$ cat config.mk
export PLATFORM = sky130hd
export DESIGN_NAME = fft_frame_feeder_flat
export DESIGN_NICKNAME = d
export VERILOG_FILES = /design/src/rtl/fft_frame_feeder_if.sv /design/src/rtl/fft_frame_feeder.sv /design/src/flat_wrapper.sv
export SDC_FILE = /design/constraint.sdc
export NUM_CORES = 1
export LEC_CHECK = 0
export BUFFER_PORTS_ARGS = -buffer_cell sky130_fd_sc_hd__buf_2
export CORE_UTILIZATION = 35
export DETAILED_ROUTE_END_ITERATION = 7
export HOLD_SLACK_MARGIN = 0.12
export PLACE_DENSITY = 0.65
export SYNTH_ARGS = -nofsm -noshare
export SYNTH_HDL_FRONTEND = slang
export SYNTH_SLANG_ARGS = --single-unit
$ cat constraint.sdc
create_clock -name clk -period 4.43 [get_ports clk]
set_input_delay 0.2215 -clock clk [delete_from_list [all_inputs] [get_ports clk]]
set_output_delay 0.2215 -clock clk [all_outputs]
set_load 0.01 [all_outputs]
$ cat src/rtl/fft_frame_feeder_if.sv
// Avalon-ST sink bus between the frame feeder (master) and the FFT core (slave).
interface fft_frame_feeder_if #(
    parameter int DATA_W = 16
);
    logic              sink_valid;
    logic              sink_ready;
    logic              sink_sop;
    logic              sink_eop;
    logic [DATA_W-1:0] sink_real;
    logic [DATA_W-1:0] sink_imag;
    logic [1:0]        sink_error;

    modport master (
        output sink_valid, sink_sop, sink_eop, sink_real, sink_imag, sink_error,
        input  sink_ready
    );

    modport slave (
        input  sink_valid, sink_sop, sink_eop, sink_real, sink_imag, sink_error,
        output sink_ready
    );
endinterface

$ cat src/rtl/fft_frame_feeder.sv
// Frames a free-running audio sample stream into N-point Avalon-ST packets for the FFT sink.
//   state    | meaning
//   S_IDLE   | not streaming; FIFO keeps filling, waits for enable
//   S_STREAM | presenting FIFO head to the FFT core, counting frame points
module fft_frame_feeder #(
    parameter int DATA_W    = 16,
    parameter int PTS_LOG2  = 10,
    parameter int FIFO_LOG2 = 3
) (
    input  logic                 clk,
    input  logic                 reset,
    input  logic [DATA_W-1:0]    in_sample,
    input  logic                 in_valid,
    input  logic                 enable,
    input  logic                 inverse_req,
    fft_frame_feeder_if.master   sink,
    output logic                 inverse,
    output logic [PTS_LOG2:0]    fft_pts,
    output logic                 overflow,
    output logic [15:0]          frame_count
);
    localparam int D     = 1 << FIFO_LOG2;
    localparam int CNT_W = FIFO_LOG2 + 1;
    localparam logic [PTS_LOG2-1:0] IDX_LAST = '1;

    typedef enum logic {S_IDLE, S_STREAM} state_t;

    state_t               r_state;
    logic [DATA_W-1:0]    r_mem [D];
    logic [FIFO_LOG2-1:0] r_rd_ptr;
    logic [FIFO_LOG2-1:0] r_wr_ptr;
    logic [CNT_W-1:0]     r_count;
    logic [PTS_LOG2-1:0]  r_idx;
    logic                 r_inverse;
    logic                 r_overflow;
    logic [15:0]          r_frame_count;

    logic w_empty;
    logic w_full;
    logic w_valid;
    logic w_pop;
    logic w_push;
    logic w_drop;
    logic w_last;

    // Occupancy never exceeds D, so its MSB alone marks a full FIFO.
    assign w_empty = (r_count == '0);
    assign w_full  = r_count[FIFO_LOG2];
    assign w_valid = (r_state == S_STREAM) && !w_empty;
    assign w_pop   = w_valid && sink.sink_ready;
    assign w_push  = in_valid && (!w_full || w_pop);
    assign w_drop  = in_valid && w_full && !w_pop;
    assign w_last  = (r_idx == IDX_LAST);

    always_ff @(posedge clk) begin
        if (w_push) begin
            r_mem[r_wr_ptr] <= in_sample;
        end
    end

    always_ff @(posedge clk) begin
        if (reset) begin
            r_rd_ptr   <= '0;
            r_wr_ptr   <= '0;
            r_count    <= '0;
            r_overflow <= 1'b0;
        end else begin
            if (w_push) begin
                r_wr_ptr <= r_wr_ptr + FIFO_LOG2'(1);
            end
            if (w_pop) begin
                r_rd_ptr <= r_rd_ptr + FIFO_LOG2'(1);
            end
            case ({w_push, w_pop})
                2'b10:   r_count <= r_count + CNT_W'(1);
                2'b01:   r_count <= r_count - CNT_W'(1);
                default: r_count <= r_count;
            endcase
            if (w_drop) begin
                r_overflow <= 1'b1;
            end
        end
    end

    // A frame, once started, always runs to its eop; enable is only looked at there.
    always_ff @(posedge clk) begin
        if (reset) begin
            r_state       <= S_IDLE;
            r_idx         <= '0;
            r_inverse     <= 1'b0;
            r_frame_count <= '0;
        end else begin
            case (r_state)
                S_IDLE: begin
                    if (enable) begin
                        r_state   <= S_STREAM;
                        r_inverse <= inverse_req;
                        r_idx     <= '0;
                    end
                end
                S_STREAM: begin
                    if (w_pop) begin
                        if (w_last) begin
                            r_idx         <= '0;
                            r_frame_count <= r_frame_count + 16'd1;
                            if (enable) begin
                                r_inverse <= inverse_req;
                            end else begin
                                r_state <= S_IDLE;
                            end
                        end else begin
                            r_idx <= r_idx + PTS_LOG2'(1);
                        end
                    end
                end
                default: r_state <= S_IDLE;
            endcase
        end
    end

    assign sink.sink_valid = w_valid;
    assign sink.sink_sop   = w_valid && (r_idx == '0);
    assign sink.sink_eop   = w_valid && w_last;
    assign sink.sink_real  = w_empty ? '0 : r_mem[r_rd_ptr];
    assign sink.sink_imag  = '0;
    assign sink.sink_error = 2'b00;

    assign inverse     = r_inverse;
    assign fft_pts     = (PTS_LOG2 + 1)'(1) << PTS_LOG2;
    assign overflow    = r_overflow;
    assign frame_count = r_frame_count;
endmodule

$ cat src/flat_wrapper.sv
// flat-port wrapper written by rule: the top's interface ports become plain ports
module fft_frame_feeder_flat 
#(
    parameter int DATA_W    = 16,
    parameter int PTS_LOG2  = 10,
    parameter int FIFO_LOG2 = 3
)
  (clk, reset, in_sample, in_valid, enable, inverse_req, inverse, fft_pts, overflow, frame_count, sink_sink_valid, sink_sink_sop, sink_sink_eop, sink_sink_real, sink_sink_imag, sink_sink_error, sink_sink_ready);
  fft_frame_feeder_if #(.DATA_W(DATA_W)) sink_i ();
  input  logic clk;
  input  logic reset;
  input  logic [DATA_W-1:0] in_sample;
  input  logic in_valid;
  input  logic enable;
  input  logic inverse_req;
  output logic inverse;
  output logic [PTS_LOG2:0] fft_pts;
  output logic overflow;
  output logic [15:0] frame_count;
  output wire logic [$bits(sink_i.sink_valid)-1:0] sink_sink_valid;
  output wire logic [$bits(sink_i.sink_sop)-1:0] sink_sink_sop;
  output wire logic [$bits(sink_i.sink_eop)-1:0] sink_sink_eop;
  output wire logic [$bits(sink_i.sink_real)-1:0] sink_sink_real;
  output wire logic [$bits(sink_i.sink_imag)-1:0] sink_sink_imag;
  output wire logic [$bits(sink_i.sink_error)-1:0] sink_sink_error;
  input wire logic [$bits(sink_i.sink_ready)-1:0] sink_sink_ready;
  assign sink_sink_valid = sink_i.sink_valid;
  assign sink_sink_sop = sink_i.sink_sop;
  assign sink_sink_eop = sink_i.sink_eop;
  assign sink_sink_real = sink_i.sink_real;
  assign sink_sink_imag = sink_i.sink_imag;
  assign sink_sink_error = sink_i.sink_error;
  assign sink_i.sink_ready = sink_sink_ready;
  fft_frame_feeder #(.DATA_W(DATA_W), .PTS_LOG2(PTS_LOG2), .FIFO_LOG2(FIFO_LOG2)) u_core (.clk(clk), .reset(reset), .in_sample(in_sample), .in_valid(in_valid), .enable(enable), .inverse_req(inverse_req), .sink(sink_i), .inverse(inverse), .fft_pts(fft_pts), .overflow(overflow), .frame_count(frame_count));
endmodule
==> metrics, run 1 <==
post-synth cell types 46; ys async rst share 0%; Clock transition at path regs 70 ps; Synth top area share a little over half; Post CTS Setup Buffer Count 0; Setup CP Type reg2out; buffers added on ports 58; family with the most delay on the worst path flip-flops; YS warnings 0; cell count along the critical path 5; crit path capture type primary output; CTS root buffer clkbuf_16; router iterations before antenna repair 4; Tmin final 2750 ps; Reg2Reg Launch Point u_core.r_count[1]$_SDFFE_PP0P_; reg2reg path depth 10; FILL cells 1869; Die Y ~150 µm; max-slew violations 0; Leakage around 2.9 nW; Synth Area in Adders roughly 1.4%; Worst-Margin Slew 1250 ps; crit path max fanout 17; Initial Util between 30% and 40%; Worst Hold Path Cells 4; # rows 52; skew final 8.42 ps; Die Area ~21000 µm²; ranking of synthesized cells by area edfxtp_1 (53%), dfxtp_1 (12%), mux4_2 (10%), buf_4 (3.1%), mux2i_1 (2.6%); first-pass GRT wire length 22900 µm; RSZ-0062 raised after global routing no; final cycle utilization of the critical path 62.0%; Core ar. just over 20000 µm²; wirelength, routed between 10000 and 15000 µm; Nets 597; PwrDens 415 nW/µm²; largest family of logic cells by synthesized area multiplexers; share of cells above drive strength 1 24.2%; dpl cells 799; sequential element share of the synthesized area 65.0%; synthesized area per cell 14.7 µm²; Post-CTS Resized 0; TNS Setup 0 ps; initial DRC count 218; Buf/Inv on CP 2; WL per Instance 16.7 µm; Placer Congestion 0.720; crit path cell chain buf_4 > mux4_2 > mux2i_1 > nor2_1 > buf_2; post-synth top area cell edfxtp_1; Arr. time, crit path 2520 ps; Hold Crit Class in2reg; CTS tree built; ANT nets after route 0; Final Util 41.8%; via count approximately 4300; Compound-Gate Fraction of Synth Area between 4 and 5%; mapped cell area 7200 µm²; final setup vio count 0; number of clock sinks 170; CP max-delay cell dfxtp_2; clk_lat worst skew roughly 420 ps; initial antenna violation count 1; origin of the worst min-delay path sink_sink_ready; relative slew slack 16.7%; number of synthesized register bits 170; multiplexer area fraction after synthesis 13.4%; Top FF cell, synth edfxtp_1; FMAX 364 MHz; EDFF count, synth 128; grt ovf 0; CP max stage delay 720 ps; fin cells 850; RR Endpoint u_core.r_count[2]$_SDFFE_PP0P_; max capacitance violation total 0; Chip Width 145 µm; Total Routing Usage GR 14.1%; Hold Violations, Final 0; residual DRC count 0; I/O pins 88; vias in the first global route 4429; status finished clean; Longest Clk Path Bufs 2; XOR/XNOR Fraction of Synth Area 0.973%; cts bufs inserted 17; Post-Synthesis Cells 489; post-route design area 8450 µm²; Vias/cell 5.06; Area growth, synth to finish 17.4%; largest net degree at the start of global routing 35; Post-DP HPWL 8880 µm; htree depth 4; Peak VDD IR about 260 µV; CP startpoint kind register; Total Power approximately 3.5 mW; area post-placement 7690 µm²; simple-gate share of the synthesized area 9.10%; hold path endpoint u_core.overflow$_SDFFE_PP0P_; Worst R2R Setup Slack 1860 ps; Worst Path Required 4210 ps
## cell families after synthesis
| logic type | count (synthesis) |
|---|---|
| other | 2 |
| multiplexers | 56 |
| adder cells (fa/ha/maj) | 8 |
| AND/OR/NAND/NOR | 123 |
| buffers and inverters | 64 |
| flip-flops | 170 |
| AO/OA/AOI/OAI | 58 |
| XOR/XNOR | 8 |
## cell usage after synthesis, drive strengths merged, types with 2 or more instances
master,n
and4,3
buf,39
clkbuf,15
o21ai,11
xor2,6
a21oi,25
nor2,42
nor4,5
nand2,13
inv,10
nor3,2
nand2b,2
or4,15
and3,3
and2,2
o211ai,4
nand3,12
o31ai,13
edfxtp,128
nor2b,4
xnor2,2
mux4,32
ha,8
or2,3
conb,2
mux2i,19
mux2,5
or3,7
nand4,7
dfxtp,42
## power breakdown
group | internal (mW) | switching [mW]
registers | 1.75 | 0.0318
clock network | 0.783 | 0.630
logic | 0.133 | 0.181
## flip-flops by register name, summed over array words and instances (netlist names), 3 cells and up, named ones only
register	cells
u_core.frame_count	16
u_core.r_mem	128
u_core.r_rd_ptr	3
u_core.r_idx	10
u_core.r_count	4
u_core.r_wr_ptr	3
## final cells by class
class,count,area [µm²],area share [%]
Sequential cell,170,4690,55.4
Multi-Input combinational cell,282,2270,26.9
Timing Repair Buffer,86,548,6.48
Clock buffer,17,425,5.03
Tap cell,270,338,4.00
Clock inverter,14,141,1.67
Inverter,10,37.5,0.444
Antenna cell,1,2.50,0.0296
## layout by cell type, fill, tap and decap left out, types with 4 or more instances in the layout
master,synthesis,layout
nand2_1,13,13
nor4_1,4,4
mux2i_1,19,19
o21ai_0,8,8
nor2b_1,4,4
edfxtp_1,128,128
nand3_1,12,12
clkbuf_16,0,17
buf_2,6,58
nand4_1,7,7
nor2_1,42,42
ha_1,8,8
o31ai_1,13,13
inv_1,9,9
o211ai_1,4,4
inv_6,0,4
xor2_1,6,6
buf_4,30,9
a21oi_1,25,25
dlygate4sd3_1,0,19
mux4_2,32,32
conb_1,2,29
dfxtp_1,42,40
or3_1,7,7
or4_1,15,15
## worst max path at each step
stage | slack, ps | endpoint
detailed placement | 1890 | u_core.r_count[2]$_SDFFE_PP0P_
CTS | 1570 | sink_sink_real[14]
global route | 1450 | sink_sink_real[14]
floorplan | 1700 | u_core.r_mem[0][0]$_DFFE_PP_
global placement | 1980 | u_core.r_count[3]$_SDFFE_PP0P_
finish | 1680 | sink_sink_real[14]
## repair_timing
item | CTS | global route
endpoints found under the hold margin | 131 | 0
hold buffers | 19 | 0
endpoints found under the setup margin | 0 | 0
## worst register-to-register path: stages (launching register included)
cell	delay [ps]
dfxtp_1	520
nor4_4	70
buf_4	230
nor2_1	280
ha_1	330
xor2_1	220
ha_1	180
a21oi_1	50
xor2_1	160
or3_1	310
a21oi_1	140
## stage by stage
stage / setup slack (ps) / hold WS [ps]
4_1_cts: 1570 / 242
5_1_grt: 1450 / 322
3_5_place_dp: 1890 / 481
3_3_place_gp: 1980 / 466
2_1_floorplan: 1700 / 320
6_report: 1680 / 268
## layer usage
layer | vias to the layer above | GRT usage [%] | part of all wire (%)
li1 | 1986 | - | -
met1 | 2154 | 17.0 | 42
met2 | 145 | 24.4 | 51
met3 | 18 | 3.76 | 5.3
met4 | 0 | 5.21 | 1.3
met5 | - | 0 | 0
(Power assumes the default switching activity.)
==> run 2, diff against run 1 <==
Clock period 4.43 ns to 2.6 ns, I/O delays scaled along.
==> run 2 against run 1 <==
  * First-iteration DRC count grew 12%
  * Largest power group unchanged
  * Clock power grew 79%
  * Clock skew shrank 2.4 ps
  * Critical endpoint is now u_core.r_count[3]$_SDFFE_PP0P_
  * Final cell count grew 1.1%
  * Count of clock-buffer cells in the layout grew 1
  * Critical path type is now reg2reg
  * Worst hold slack lost 100 ps
  * Flip-flop and latch count is the same
  * Sequential share of layout area shrank 0.66 points
  * Global-route usage shrank 0.46 points
==> metrics, run 2 (synthesis results as in run 1) <==
Tmin final approximately 2300 ps; crit path max fanout 9; Nets about 610; largest reg by FF count u_core.r_mem; # rows 52; Total Routing Usage GR a little over an eighth; crit path cell chain nor4_4 > nor2_1 > ha_1 > nor4b_1 > o21ai_0 > o31ai_1 > mux2_2; WL per Instance 15.9 µm; htree depth 4; Final Util a little over two fifths; Leakage between 2 and 3 nW; Arr. time, crit path around 2600 ps; hold path endpoint u_core.overflow$_SDFFE_PP0P_; RSZ-0062 raised after global routing no; most common cell after layout, fill and taps aside edfxtp_1; max-slew violations 0; number of clock sinks 170; PwrDens 712 nW/µm²; grt ovf 0; Reg2Reg Launch Point u_core.r_count[1]$_SDFFE_PP0P_; Setup CP Type reg2reg; family with the most delay on the worst path simple AND/OR/NAND/NOR gates; diode count 0; TNS Setup 0 ps; Die Y 145 µm; Peak VDD IR between 400 and 500 µV; CTS root buffer clkbuf_16; Vias/cell around 4.9; initial antenna violation count 1; Worst-Margin Slew 624 ps; skew final 6.03 ps; via count 4242; CTS tree built; relative slew slack 58.4%; buffers added on ports 58; Area growth, synth to finish 18.8%; final setup vio count 0; Initial Util a little over a third; share of cells above drive strength 1 25.3%; CP startpoint kind register; max capacitance violation total 0; max FFs per register between 100 and 150; reg2reg path depth 7; Clock transition at path regs about 70 ps; cts bufs inserted 17; Worst Path Required slightly below 3000 ps; Core ar. 20200 µm²; final cycle utilization of the critical path 89.5%; CP max stage delay 520 ps; Post-DP HPWL 8460 µm; residual DRC count 0; crit path capture type register; Die Area 21200 µm²; origin of the worst min-delay path sink_sink_ready; Post CTS Setup Buffer Count 0; area post-placement 7770 µm²; Placer Congestion 0.795; Hold Crit Class in2reg; Hold Violations, Final 0; largest net degree at the start of global routing 35; initial DRC count 245; Worst R2R Setup Slack 270 ps; Longest Clk Path Bufs 2; vias in the first global route 4272; I/O pins 88; FMAX 430 MHz; CP max-delay cell dfxtp_1; fin worst setup slack 273 ps; Place WS about 65 ps; post-route design area approximately 8600 µm²; status finished clean; router iterations before antenna repair 6; wirelength, routed 13600 µm; Worst Hold Path Cells 4; ANT nets after route 0; most frequent cells in the layout edfxtp_1 (128), buf_2 (58), nor2_1 (42); Chip Width 145 µm; clk_lat worst skew 430 ps; Buf/Inv on CP 0; RR Endpoint u_core.r_count[3]$_SDFFE_PP0P_; first-pass GRT wire length around 22000 µm
run 2: worst register-to-register path, cell delays in order, from the launching register on:
cell and delay, ps:
dfxtp_1 520, nor4_4 90, nor2_1 280, ha_1 380, nor4b_1 380, o21ai_0 120
o31ai_1 90, mux2_2 360
run 2: final cells by class:
class | count | area [µm²]
Clock buffer | 18 | 429
Clock inverter | 14 | 163
Fill cell | 1859 | 11700
Inverter | 10 | 37.5
Multi-Input combinational cell | 282 | 2270
Sequential cell | 170 | 4690
Tap cell | 270 | 338
Timing Repair Buffer | 95 | 628
run 2: worst max path at each step:
stage | start | to | slack, ps | cells past startpoint
2_1_floorplan | u_core.r_count[1]$_SDFFE_PP0P_ | u_core.r_count[3]$_SDFFE_PP0P_ | 90 | 9
3_3_place_gp | u_core.r_state$_SDFF_PP0_ | u_core.r_count[2]$_SDFFE_PP0P_ | 190 | 9
3_5_place_dp | u_core.r_state$_SDFF_PP0_ | u_core.r_count[3]$_SDFFE_PP0P_ | 70 | 7
4_1_cts | u_core.r_state$_SDFF_PP0_ | u_core.r_count[3]$_SDFFE_PP0P_ | 50 | 7
5_1_grt | u_core.r_count[1]$_SDFFE_PP0P_ | u_core.r_count[2]$_SDFFE_PP0P_ | 40 | 9
6_report | u_core.r_count[1]$_SDFFE_PP0P_ | u_core.r_count[3]$_SDFFE_PP0P_ | 270 | 7
run 2: where the power goes:
part	total, mW	leakage, nW	switching (mW)	internal (mW)
Clock	2.52	0.277	1.08	1.44
Sequential	3.02	1.50	0.0449	2.98
Combinational	0.545	1.15	0.310	0.236
run 2: routing by layer:
layer / routed length [µm] / GRT usage, %
met5: 14 / 0
met4: 189 / 5.26
met2: 6430 / 22.1
met1: 6400 / 17.6
met3: 590 / 3.76
run 2: what timing repair did:
item	in CTS	in global routing
hold buffers	19	0
resized for setup	0	2
setup endpoints to repair	0	2
hold endpoints to repair	132	0
run 2: stage by stage:
step | power [mW] | instances | hold WS [ps]
detailed placement | 3.62 | 808 | 405
global route | 6.32 | 859 | 204
finish | 6.09 | 859 | 164
CTS | 6.15 | 859 | 140
global placement | 3.60 | 808 | 391
floorplan | 3.43 | 516 | 229
==> run 3, diff against run 2 <==
Settings changed: CORE_UTILIZATION 35 to 40, PLACE_DENSITY 0.65 to 0.7.
==> run 3 against run 2 <==
  * Power fell by 3.1%
  * Wire length rose by 3.6%
  * Worst hold slack improved by 31 ps
  * Clock skew rose by 5.2 ps
  * First-iteration DRC count fell by 16%
  * Final cell count fell by 5.6%
  * Largest power group unchanged
==> metrics, run 3 (synthesis results as in run 1) <==
Setup CP Type reg2reg; GRT Max-Usage Layer met2; max capacitance violation total 0; crit path max fanout 6; Initial Util 41.4%; RSZ-0062 raised after global routing no; Leakage 2.89 nW; met1 usage 20.0%; Nets around 600; I/O pins 88; CTS tree built; Core ar. between 15000 and 20000 µm²; most common cell after layout, fill and taps aside edfxtp_1; most frequent cells in the layout edfxtp_1 (128), buf_2 (58), nor2_1 (42); initial antenna violation count 1; # rows between 40 and 50; FILL cells 1536; grt ovf 0; Buf/Inv on CP 1; final cycle utilization of the critical path 92.5%; Arr. time, crit path 2750 ps; crit path capture type register; Placer Congestion between 0.7 and 0.8; CP max-delay cell dfxtp_1; FMAX 416 MHz; CP max stage delay 460 ps; first-pass GRT wire length 22300 µm; skew final between 10 and 15 ps; CP startpoint kind register; share of cells above drive strength 1 24.1%; final setup vio count 0; Area growth, synth to finish 16.9%; met2 usage 27.7%; clk_lat worst skew approximately 420 ps; status finished clean; initial DRC count 205; cts bufs inserted 17; Post-DP HPWL 8670 µm; GR Util met3 4.29%; router iterations before antenna repair 5; ANT nets after route 0; residual DRC count 0; Peak VDD IR just over 500 µV; number of clock sinks 170; buffers added on ports 58; Post CTS Setup Buffer Count 0; max-slew violations 0; largest net degree at the start of global routing 35; WL per Instance around 17 µm; Clock transition at path regs 60 ps; Worst Path Required just under 3000 ps; PwrDens 701 nW/µm²; largest reg by FF count u_core.r_mem; Vias/cell approximately 5.3; Longest Clk Path Bufs 2; crit path cell chain inv_1 > o21ai_1 > ha_1 > xor2_1 > ha_1 > a21oi_1 > xor2_1 > or3_1 > a21oi_1; via count 4270; Tmin final 2400 ps; TNS Setup 0 ps; wirelength, routed 14100 µm; Die Area 18500 µm²; Hold Crit Class in2reg; Total Routing Usage GR 16.2%; vias in the first global route 4278; fin cells 811; htree depth 4; family with the most delay on the worst path compound AO/OA/AOI/OAI gates; CTS root buffer clkbuf_16; Hold Violations, Final 0; dpl cells 760; Die Y 136 µm; relative slew slack 59.0%; Worst-Margin Slew 615 ps; Chip Width between 100 and 150 µm; max FFs per register 128
## run 3: worst register-to-register path, stage by stage (launching register included)
cell and delay (ps):
dfxtp_1 460, inv_1 130, o21ai_1 390, ha_1 330, xor2_1 170, ha_1 160
a21oi_1 50, xor2_1 170, or3_1 330, a21oi_1 140
## run 3: what timing repair did
action                                  in CTS  in global routing
hold buffers                                19                  0
endpoints found under the setup margin       0                  2
resized for setup                            0                  1
hold endpoints to repair                   132                  0
## run 3: path summary, 6_finish.rpt
| kind | startpoint | endpoint | slack (ps) | cells after the start |
|---|---|---|---|---|
| worst max-delay path | u_core.r_count[3]$_SDFFE_PP0P_ | u_core.r_count[2]$_SDFFE_PP0P_ | 200 | 9 |
| worst min-delay path | sink_sink_ready | u_core.overflow$_SDFFE_PP0P_ | 200 | 4 |
| worst max register to register | u_core.r_count[3]$_SDFFE_PP0P_ | u_core.r_count[2]$_SDFFE_PP0P_ | 200 | 9 |
| worst min register to register | u_core.overflow$_SDFFE_PP0P_ | u_core.overflow$_SDFFE_PP0P_ | 490 | 2 |
## run 3: power by group
part	switching (mW)	total, mW	internal [mW]
sequential	0.0455	3.03	2.98
combinational	0.319	0.555	0.236
clock	1.01	2.32	1.31
total	1.37	5.90	4.53
## run 3: cell type report
class                   count  area (µm²)  area share (%)
clock buffers              20         437            5.19
multi-input cells         282        2270            27.0
diodes                      1        2.50          0.0297
well taps                 225         282            3.35
flip-flops and latches    170        4690            55.7
inverters                  10        37.5           0.446
repair buffers             92         606            7.20
clock inverters            11        97.6            1.16
## run 3: per-stage QoR
step	worst slack, ps	hold WS, ps	total power, mW	area [µm²]	util, %
2_1_floorplan	91.5	229	3.43	7310	-
3_3_place_gp	212	390	3.59	7690	44.1
6_report	196	195	5.90	8420	48.3
4_1_cts	31.4	169	5.95	8410	48.3
5_1_grt	11.4	216	6.10	8420	48.3
3_5_place_dp	42.2	402	3.62	7690	44.1
## run 3: metal layers
metal	vias up	wire length [µm]
met1	2132	6170
met4	0	106
li1	1998	-
met3	10	645
met2	130	7200
met5	-	0
